File: config.mk
export PLATFORM = sky130hd
export DESIGN_NAME = onehot_decoder_scan
export DESIGN_NICKNAME = d
export VERILOG_FILES = /design/src/rtl/onehot_decoder_scan.sv
export SDC_FILE = /design/constraint.sdc
export NUM_CORES = 1
export LEC_CHECK = 0
export CAP_MARGIN = 10
export CELL_PAD_IN_SITES_DETAIL_PLACEMENT = 0
export CELL_PAD_IN_SITES_GLOBAL_PLACEMENT = 1
export CORE_ASPECT_RATIO = 1.75
export CORE_MARGIN = 1.5
export CORE_UTILIZATION = 39
export CTS_CLUSTER_DIAMETER = 120
export DETAILED_ROUTE_END_ITERATION = 8
export GPL_TIMING_DRIVEN = 0
export PLACE_DENSITY = 0.87
export SYNTH_ARGS = -nofsm -noshare
export SYNTH_HDL_FRONTEND = slang
export SYNTH_SLANG_ARGS = --single-unit
File: constraint.sdc
create_clock -name clk -period 5.06 [get_ports clk]
set_input_delay 0.759 -clock clk [delete_from_list [all_inputs] [get_ports clk]]
set_output_delay 0.759 -clock clk [all_outputs]
set_load 0.02 [all_outputs]
File: src/rtl/onehot_decoder_scan.sv
// ---------------------------------------------------------------------------
// onehot_decoder_scan
//
// Registered SEL_W-to-OUT_W one-hot decoder with a valid-qualified load,
// range checking and an auto-scan mode. In scan mode the active bit walks
// up or down and stays on each position for (dwell + 1) cycles. The block
// drives row/digit/channel selects from one registered source.
//
// Parameters:
//   SEL_W   - width of sel and idx
//   OUT_W   - number of one-hot outputs, legal range 1 .. 2**SEL_W
//   DWELL_W - width of the dwell setting and of the internal dwell counter
//
// Ports:
//   clk       in   system clock, rising edge
//   rst       in   asynchronous active-high reset
//   clear     in   synchronous clear to the idle state (idx kept)
//   in_valid  in   qualifies sel as a load this cycle
//   sel       in   index to decode
//   mode      in   00 DECODE, 01 SCAN_UP, 10 SCAN_DOWN, 11 HOLD
//   dwell     in   cycles per scan position minus one
//   y         out  registered one-hot output, zero when idle
//   y_valid   out  high while y holds a one-hot value
//   idx       out  binary index of the active bit
//   range_err out  one-cycle pulse when an out-of-range sel is loaded
//   wrap      out  one-cycle pulse when a scan wraps around
// ---------------------------------------------------------------------------
module onehot_decoder_scan #(
  parameter int SEL_W   = 3,
  parameter int OUT_W   = 8,
  parameter int DWELL_W = 4
) (
  input  logic               clk,
  input  logic               rst,
  input  logic               clear,
  input  logic               in_valid,
  input  logic [SEL_W-1:0]   sel,
  input  logic [1:0]         mode,
  input  logic [DWELL_W-1:0] dwell,
  output logic [OUT_W-1:0]   y,
  output logic               y_valid,
  output logic [SEL_W-1:0]   idx,
  output logic               range_err,
  output logic               wrap
);

  localparam logic [1:0] MODE_DECODE    = 2'b00;
  localparam logic [1:0] MODE_SCAN_UP   = 2'b01;
  localparam logic [1:0] MODE_SCAN_DOWN = 2'b10;
  localparam logic [1:0] MODE_HOLD      = 2'b11;

  // One extra bit so OUT_W == 2**SEL_W is representable in the range check.
  localparam logic [SEL_W:0]   OUT_W_L  = (SEL_W+1)'(OUT_W);
  localparam logic [SEL_W-1:0] LAST_IDX = SEL_W'(OUT_W - 1);

  typedef enum logic {
    ST_IDLE   = 1'b0,
    ST_ACTIVE = 1'b1
  } state_t;

  state_t             state_r;
  state_t             state_nx_s;
  logic [SEL_W-1:0]   idx_r;
  logic [SEL_W-1:0]   idx_nx_s;
  logic [DWELL_W-1:0] cnt_r;
  logic [DWELL_W-1:0] cnt_nx_s;
  logic [OUT_W-1:0]   y_r;
  logic [OUT_W-1:0]   y_nx_s;
  logic               y_valid_r;
  logic               y_valid_nx_s;
  logic               range_err_r;
  logic               range_err_nx_s;
  logic               wrap_r;
  logic               wrap_nx_s;
  logic               sel_ok_s;
  logic               dwell_done_s;

  // Decode a binary index into an OUT_W-wide one-hot vector.
  function automatic logic [OUT_W-1:0] onehot(input logic [SEL_W-1:0] i);
    logic [OUT_W-1:0] v;
    for (int k = 0; k < OUT_W; k++) begin
      if (i == SEL_W'(k)) begin
        v[k] = 1'b1;
      end else begin
        v[k] = 1'b0;
      end
    end
    return v;
  endfunction

  // Load qualification and the dwell comparison used by both scan directions.
  always_comb begin
    sel_ok_s     = ({1'b0, sel} < OUT_W_L);
    // >= rather than == so that lowering dwell mid-position never stalls.
    dwell_done_s = (cnt_r >= dwell);
  end

  // Next-state logic: clear beats a load, a load beats the mode action.
  always_comb begin
    state_nx_s     = state_r;
    idx_nx_s       = idx_r;
    cnt_nx_s       = cnt_r;
    range_err_nx_s = 1'b0;
    wrap_nx_s      = 1'b0;

    if (clear) begin
      state_nx_s = ST_IDLE;
      cnt_nx_s   = {DWELL_W{1'b0}};
    end else if (in_valid) begin
      cnt_nx_s = {DWELL_W{1'b0}};
      if (sel_ok_s) begin
        state_nx_s = ST_ACTIVE;
        idx_nx_s   = sel;
      end else begin
        // Out-of-range load blanks the output but keeps the last index.
        state_nx_s     = ST_IDLE;
        range_err_nx_s = 1'b1;
      end
    end else if (state_r == ST_ACTIVE) begin
      case (mode)
        MODE_SCAN_UP: begin
          if (dwell_done_s) begin
            cnt_nx_s = {DWELL_W{1'b0}};
            if (idx_r == LAST_IDX) begin
              idx_nx_s  = {SEL_W{1'b0}};
              wrap_nx_s = 1'b1;
            end else begin
              idx_nx_s = idx_r + SEL_W'(1);
            end
          end else begin
            cnt_nx_s = cnt_r + DWELL_W'(1);
          end
        end
        MODE_SCAN_DOWN: begin
          if (dwell_done_s) begin
            cnt_nx_s = {DWELL_W{1'b0}};
            if (idx_r == {SEL_W{1'b0}}) begin
              idx_nx_s  = LAST_IDX;
              wrap_nx_s = 1'b1;
            end else begin
              idx_nx_s = idx_r - SEL_W'(1);
            end
          end else begin
            cnt_nx_s = cnt_r + DWELL_W'(1);
          end
        end
        MODE_DECODE: begin
          cnt_nx_s = cnt_r;
        end
        MODE_HOLD: begin
          cnt_nx_s = cnt_r;
        end
        default: begin
          cnt_nx_s = cnt_r;
        end
      endcase
    end else begin
      // Idle: scan modes do not start without a load.
      state_nx_s = ST_IDLE;
    end
  end

  // Output decode from the next state so y, y_valid and idx line up.
  always_comb begin
    if (state_nx_s == ST_ACTIVE) begin
      y_nx_s       = onehot(idx_nx_s);
      y_valid_nx_s = 1'b1;
    end else begin
      y_nx_s       = {OUT_W{1'b0}};
      y_valid_nx_s = 1'b0;
    end
  end

  // State and output registers with asynchronous reset.
  always_ff @(posedge clk or posedge rst) begin
    if (rst) begin
      state_r     <= ST_IDLE;
      idx_r       <= {SEL_W{1'b0}};
      cnt_r       <= {DWELL_W{1'b0}};
      y_r         <= {OUT_W{1'b0}};
      y_valid_r   <= 1'b0;
      range_err_r <= 1'b0;
      wrap_r      <= 1'b0;
    end else begin
      state_r     <= state_nx_s;
      idx_r       <= idx_nx_s;
      cnt_r       <= cnt_nx_s;
      y_r         <= y_nx_s;
      y_valid_r   <= y_valid_nx_s;
      range_err_r <= range_err_nx_s;
      wrap_r      <= wrap_nx_s;
    end
  end

  assign y         = y_r;
  assign y_valid   = y_valid_r;
  assign idx       = idx_r;
  assign range_err = range_err_r;
  assign wrap      = wrap_r;

endmodule

### Yosys cells after proc, flatten, opt, wreduce, memory -nomap -nowiden

Cells that the tools add are included.

* add/sub/neg operators: 3
* magnitude comparators: 1
* equal/unequal tests: 12
* mux-type cells: 34
* reductions and logical operators: 7

Operator list (number)
* two-way mux 3 bit: 7
* two-way mux 4 bit: 5
* two-way mux 1 bit: 19
* equality test 3 bit, second input constant: 5
* two-way mux 8 bit: 1
* equality test 3 x 2 -> 1 bit, second input constant: 2
* zero test 3 bit: 2
* one-hot mux 3 bit (2 select lines): 1
* adder 4 x 1 -> 4 bit, second input constant: 1
* equality test 2 bit, second input constant: 2
* >= comparator 4 bit: 1
* OR reduction 2 bit: 2
* adder 3 x 1 -> 3 bit, second input constant: 1
* equality test 3 x 1 -> 1 bit, second input constant: 1
* != test 3 x 1 -> 1 bit, second input constant: 1
* nonzero test 3 bit: 1
* subtractor 3 x 1 -> 3 bit, second input constant: 1
* equality test 2 x 1 -> 1 bit, second input constant: 1
* zero test 2 bit: 1
* one-hot mux 1 bit (2 select lines): 1
* AND reduction 2 bit: 1

* flip-flop bits (word level): 18
* bits of input ports: 13
* output and inout port bits: 14
* word-level logic and storage cells: 63

### Depth between registers and ports, before layout

* depth after elaboration: 10
* mapped depth: 8
* mapped depth without buffers: 8

### Worst setup path after synthesis

OpenSTA, ideal clock, no wires.

* path type: in2reg
* start: in dwell[0]
* end: reg y_r[5], in the netlist y[5]
* arrival: 2.516 ns
* data required time: 4.980 ns
* path slack: 2.464 ns
* stages on the path: 6
* buffers on the path: 0
* path through: ha_1 > or3b_4 > a221oi_4 > a211oi_2 > or4_4 > nor3b_2

* longest elaborated chain between the ends: 9
* elaborated cells between the ends (all ways): 10
* those cells by class: order compare: 1; eq/ne: 1; mux: 8

Ends and longest elaborated chain
* start: declaration: line 39 `input logic [DWELL_W-1:0] dwell,`
* >= comparator 4 bit (*): line 95 `dwell_done_s = (cnt_r >= dwell);`
* two-way mux 3 bit, on equally long branches: line 135, 122
* one-hot mux 3 bit (2 select lines) (*): line 120 `case (mode)`
* two-way mux 3 bit (*): line 119 `end else if (state_r == ST_ACTIVE) begin`
* two-way mux 3 bit (*): line 109 `end else if (in_valid) begin`
* two-way mux 3 bit (*): line 106 `if (clear) begin`
* equality test 3 bit (*): line 82 `if (i == SEL_W'(k)) begin`
* two-way mux 1 bit (*): line 82
* two-way mux 8 bit (*): line 165 `if (state_nx_s == ST_ACTIVE) begin`
* named net y_nx_s[5]: line 68 `logic [OUT_W-1:0] y_nx_s;`
* end signal: assignment: line 180 `y_r <= {OUT_W{1'b0}};`
* end signal: assignment: line 188 `y_r <= y_nx_s;`
* end: declaration: line 67 `logic [OUT_W-1:0] y_r;`

Mark *: on every way through the listed nets, which the timed path passes. The rest lies on a longest branch.
A chain may end at the register's enable or synchronous reset.

### Worst setup path after layout

* start: in dwell[0]
* end: reg y_r[3], in the netlist y[3]

* longest elaborated chain between the ends: 9
* elaborated cells between the ends (all ways): 10
* those cells by class: order compare: 1; eq/ne: 1; mux: 8

Ends and longest elaborated chain
* >= comparator 4 bit (*): line 95
* two-way mux 3 bit, on equally long branches: line 135, 122
* one-hot mux 3 bit (2 select lines) (*): line 120
* two-way mux 3 bit (*): line 119
* two-way mux 3 bit (*): line 109
* two-way mux 3 bit (*): line 106
* named net idx_nx_s[0]: line 64 `logic [SEL_W-1:0] idx_nx_s;`
* equality test 3 x 2 -> 1 bit (*): line 82
* two-way mux 1 bit (*): line 82
* two-way mux 8 bit (*): line 165
* named net y_nx_s[3]: line 68

Marks and branches as above.

==> results.cfg <==
[outcome]
status = completed

[min_path]
hold_path_end = cnt_r[3]$_DFFE_PP0P_
worstHoldPathType = reg -> reg
whs_path_depth = 2
min_from = cnt_r[3]$_DFFE_PP0P_

[clocking]
cts_made_buffers = 3
clk_pin_slew_ns = 0.07
post_cts_buffers = 0
cts_buffer_depth = 2
post_cts_resized = 0
cts_htree_levels = 1
cts.sinks = 17
cts_hold_buffers = 0
clock-root-buffer = clkbuf_8
clock_latency_ns = 0.25
cts_tree = done

[worst_setup_path]
reg2reg_slack_ns = 2.62
r2r_cells = 7
rr_startpoint = cnt_r[0]$_DFFE_PP0P_
crit_required_ns = 5.23
cp.arrival_ns = 3.06
reg2reg_to = y[3]$_DFF_PP0_
worstSetupPathType = in -> reg
worstSetupEndpointType = flop
cp_cell_sequence = clkdlybuf4s50_1 > ha_1 > or3b_4 > a221o_1 > and4_4 > o31ai_4 > nor3b_1
start_kind = input pin
slowest_delay_ns = 0.41
crit_fanout = 9
critPathSlowestCell = or3b_4

[finish]
nNetsFinal = 169
utilization_pct = 53.35
fillers = 260
antenna-diode-count = 0
stdcell_count = 171
syn2layout_area_growth_pct = 29.90
drive_gt1_share_pct = 12.50

[synth]
synth_cell_types = 36
synth_area_leaders = dfrtp_1, ha_1, a21oi_1
yosys_warnings = 0
yosys-top-cells-count = dfrtp_1, inv_1, ha_1
synth_enable_flop_cells = 0
syn_nets = 139
synth_area_per_cell_sq_um = 9.607
yosys.area.top_type = dfrtp_1
async_flop_share_pct = 100.0
ys_seq_elements = 17
yosysTopAreaCellShare_pct = 38.51
post-synth-top-count-cell = dfrtp_1
synth_ff_type = dfrtp_1
synth_area_sq_um = 1105
synth_seq_area_share_pct = 38.51
postSynthCellCount = 115

[global_route]
grt_max_degree = 18
antenna_found_initial = 0
gr-total-overflow = 0
grt_pass1_vias = 934
grt_pass1_wl_um = 3953
grt_use_total_pct = 16.08

[sta]
slew_headroom_pct = 56.16
finalHoldViolations = 0
layout_min_cycle_time_ns = 2.891
period_share_pct = 57.14
worst_clock_skew_ns = 0.002376
worst_pin_slew_ns = 0.6569
drv_slew = 0
rsz0062_at_grt = no
report.final.setup_viol = 0
max_freq_mhz = 345.9
fin_setup_tns_ns = 0

[floorplan]
rows = 25
ios = 27
start_util_pct = 41.07
coreArea_sq_um = 2690
die_width_um = 43.24
fp.dieArea_sq_um = 3174
die_y_um = 73.41

[detailed_routing]
dr.pass1.iters = 4
ant_nets = 0
drtIter0Drc = 7
vias_per_cell = 5.491
wl_um = 2333
wl_per_cell_um = 13.64
remaining_drc_errors = 0
vias = 939

[job]
max-cap-violations = 0

[power]
peakVddDrop_mv = 0.1936
leakage_nw = 0.6362
powerDensity_nw_per_um2 = 244.0

[placement]
place_hpwl_um = 1895
gp_congestion = 0.8637
portBuffers = 25
place_inst = 167
-- kinds of logic (layout without fill, tap and decap cells) --
family	count (synthesis)	count (layout)	synth area share (%)
AND/OR/NAND/NOR	46	46	24.80
AO/OA/AOI/OAI	24	24	18.12
flip-flops	17	17	38.51
buffers and inverters	16	45	5.777
adder cells (fa/ha/maj)	11	11	12.46
other	1	1	0.3394
-- cell type report --
cell class                      instances  area (sq um)  area share, %
Multi-Input combinational cell         82         615.6          42.89
Buffer                                  3         15.01          1.046
Clock inverter                          1         5.005         0.3487
Clock buffer                            3         41.29          2.877
Tap cell                               27         33.78          2.354
Inverter                               13         48.80          3.400
Timing Repair Buffer                   25         250.2          17.44
Sequential cell                        17         425.4          29.64
-- worst max-delay path, delay by kind of cell --
| kind | cells | cell delay [ns] |
|---|---|---|
| compound gates | 2 | 0.73 |
| fa+ha+maj | 1 | 0.29 |
| buf+inv | 1 | 0.40 |
| simple gates | 3 | 0.88 |
-- placed cells by master, fill, tap and decap left out, types with 2 or more instances in the layout --
cell type | netlist | layout
nand2_1 | 8 | 8
clkdlybuf4s50_1 | 0 | 25
nor3b_2 | 2 | 2
ha_1 | 11 | 11
nand3_1 | 2 | 2
dfrtp_1 | 17 | 17
inv_1 | 13 | 13
nor3_1 | 6 | 6
a211oi_1 | 2 | 2
o21ai_0 | 2 | 2
a21oi_1 | 10 | 10
nor3b_1 | 2 | 2
clkbuf_8 | 0 | 3
clkbuf_1 | 2 | 2
nor2_1 | 8 | 8
nand2b_1 | 5 | 5
nand3b_1 | 2 | 2
or2_2 | 3 | 3
-- where the power goes --
| part | switching [mW] | internal (mW) |
|---|---|---|
| Combinational | 0.0516 | 0.0439 |
| Clock | 0.0484 | 0.0547 |
| Sequential | 0.00831 | 0.143 |
| Total | 0.108 | 0.242 |
-- per-stage QoR --
stage	hold slack, ns	worst slack (ns)	instance area, sq um	power [mW]
finish	0.5711	2.169	1435	0.3501
global route	0.6009	2.052	1435	0.3676
floorplan	0.5288	2.464	1105	0.2122
CTS	0.5674	2.163	1435	0.3516
global placement	0.5550	1.922	1389	0.2476
detailed placement	0.5593	1.914	1389	0.2498
-- registers in the layout, summed over array words and instances, names as in the netlist --
register / cells
cnt_r: 4
idx: 3
state_r: 1
wrap: 1
y: 8
-- how the worst max path moves through the flow --
stage / endpoint / start / cells after the start
finish: y[3]$_DFF_PP0_ / dwell[0] / 7
global route: y[5]$_DFF_PP0_ / dwell[3] / 8
CTS: y[3]$_DFF_PP0_ / dwell[0] / 7
detailed placement: y[5]$_DFF_PP0_ / dwell[0] / 7
global placement: y[5]$_DFF_PP0_ / dwell[0] / 7
floorplan: y[5]$_DFF_PP0_ / dwell[0] / 6
-- layer usage --
metal | GRT usage (%) | vias to the layer above | wire length [um]
met1 | 17.66 | 453 | 870
met2 | 30.18 | 21 | 1335
met4 | 6.734 | 0 | 48
met3 | 1.720 | 6 | 78
li1 | - | 459 | -
met5 | 0 | - | 0
Power figures use the tool's default switching activity.
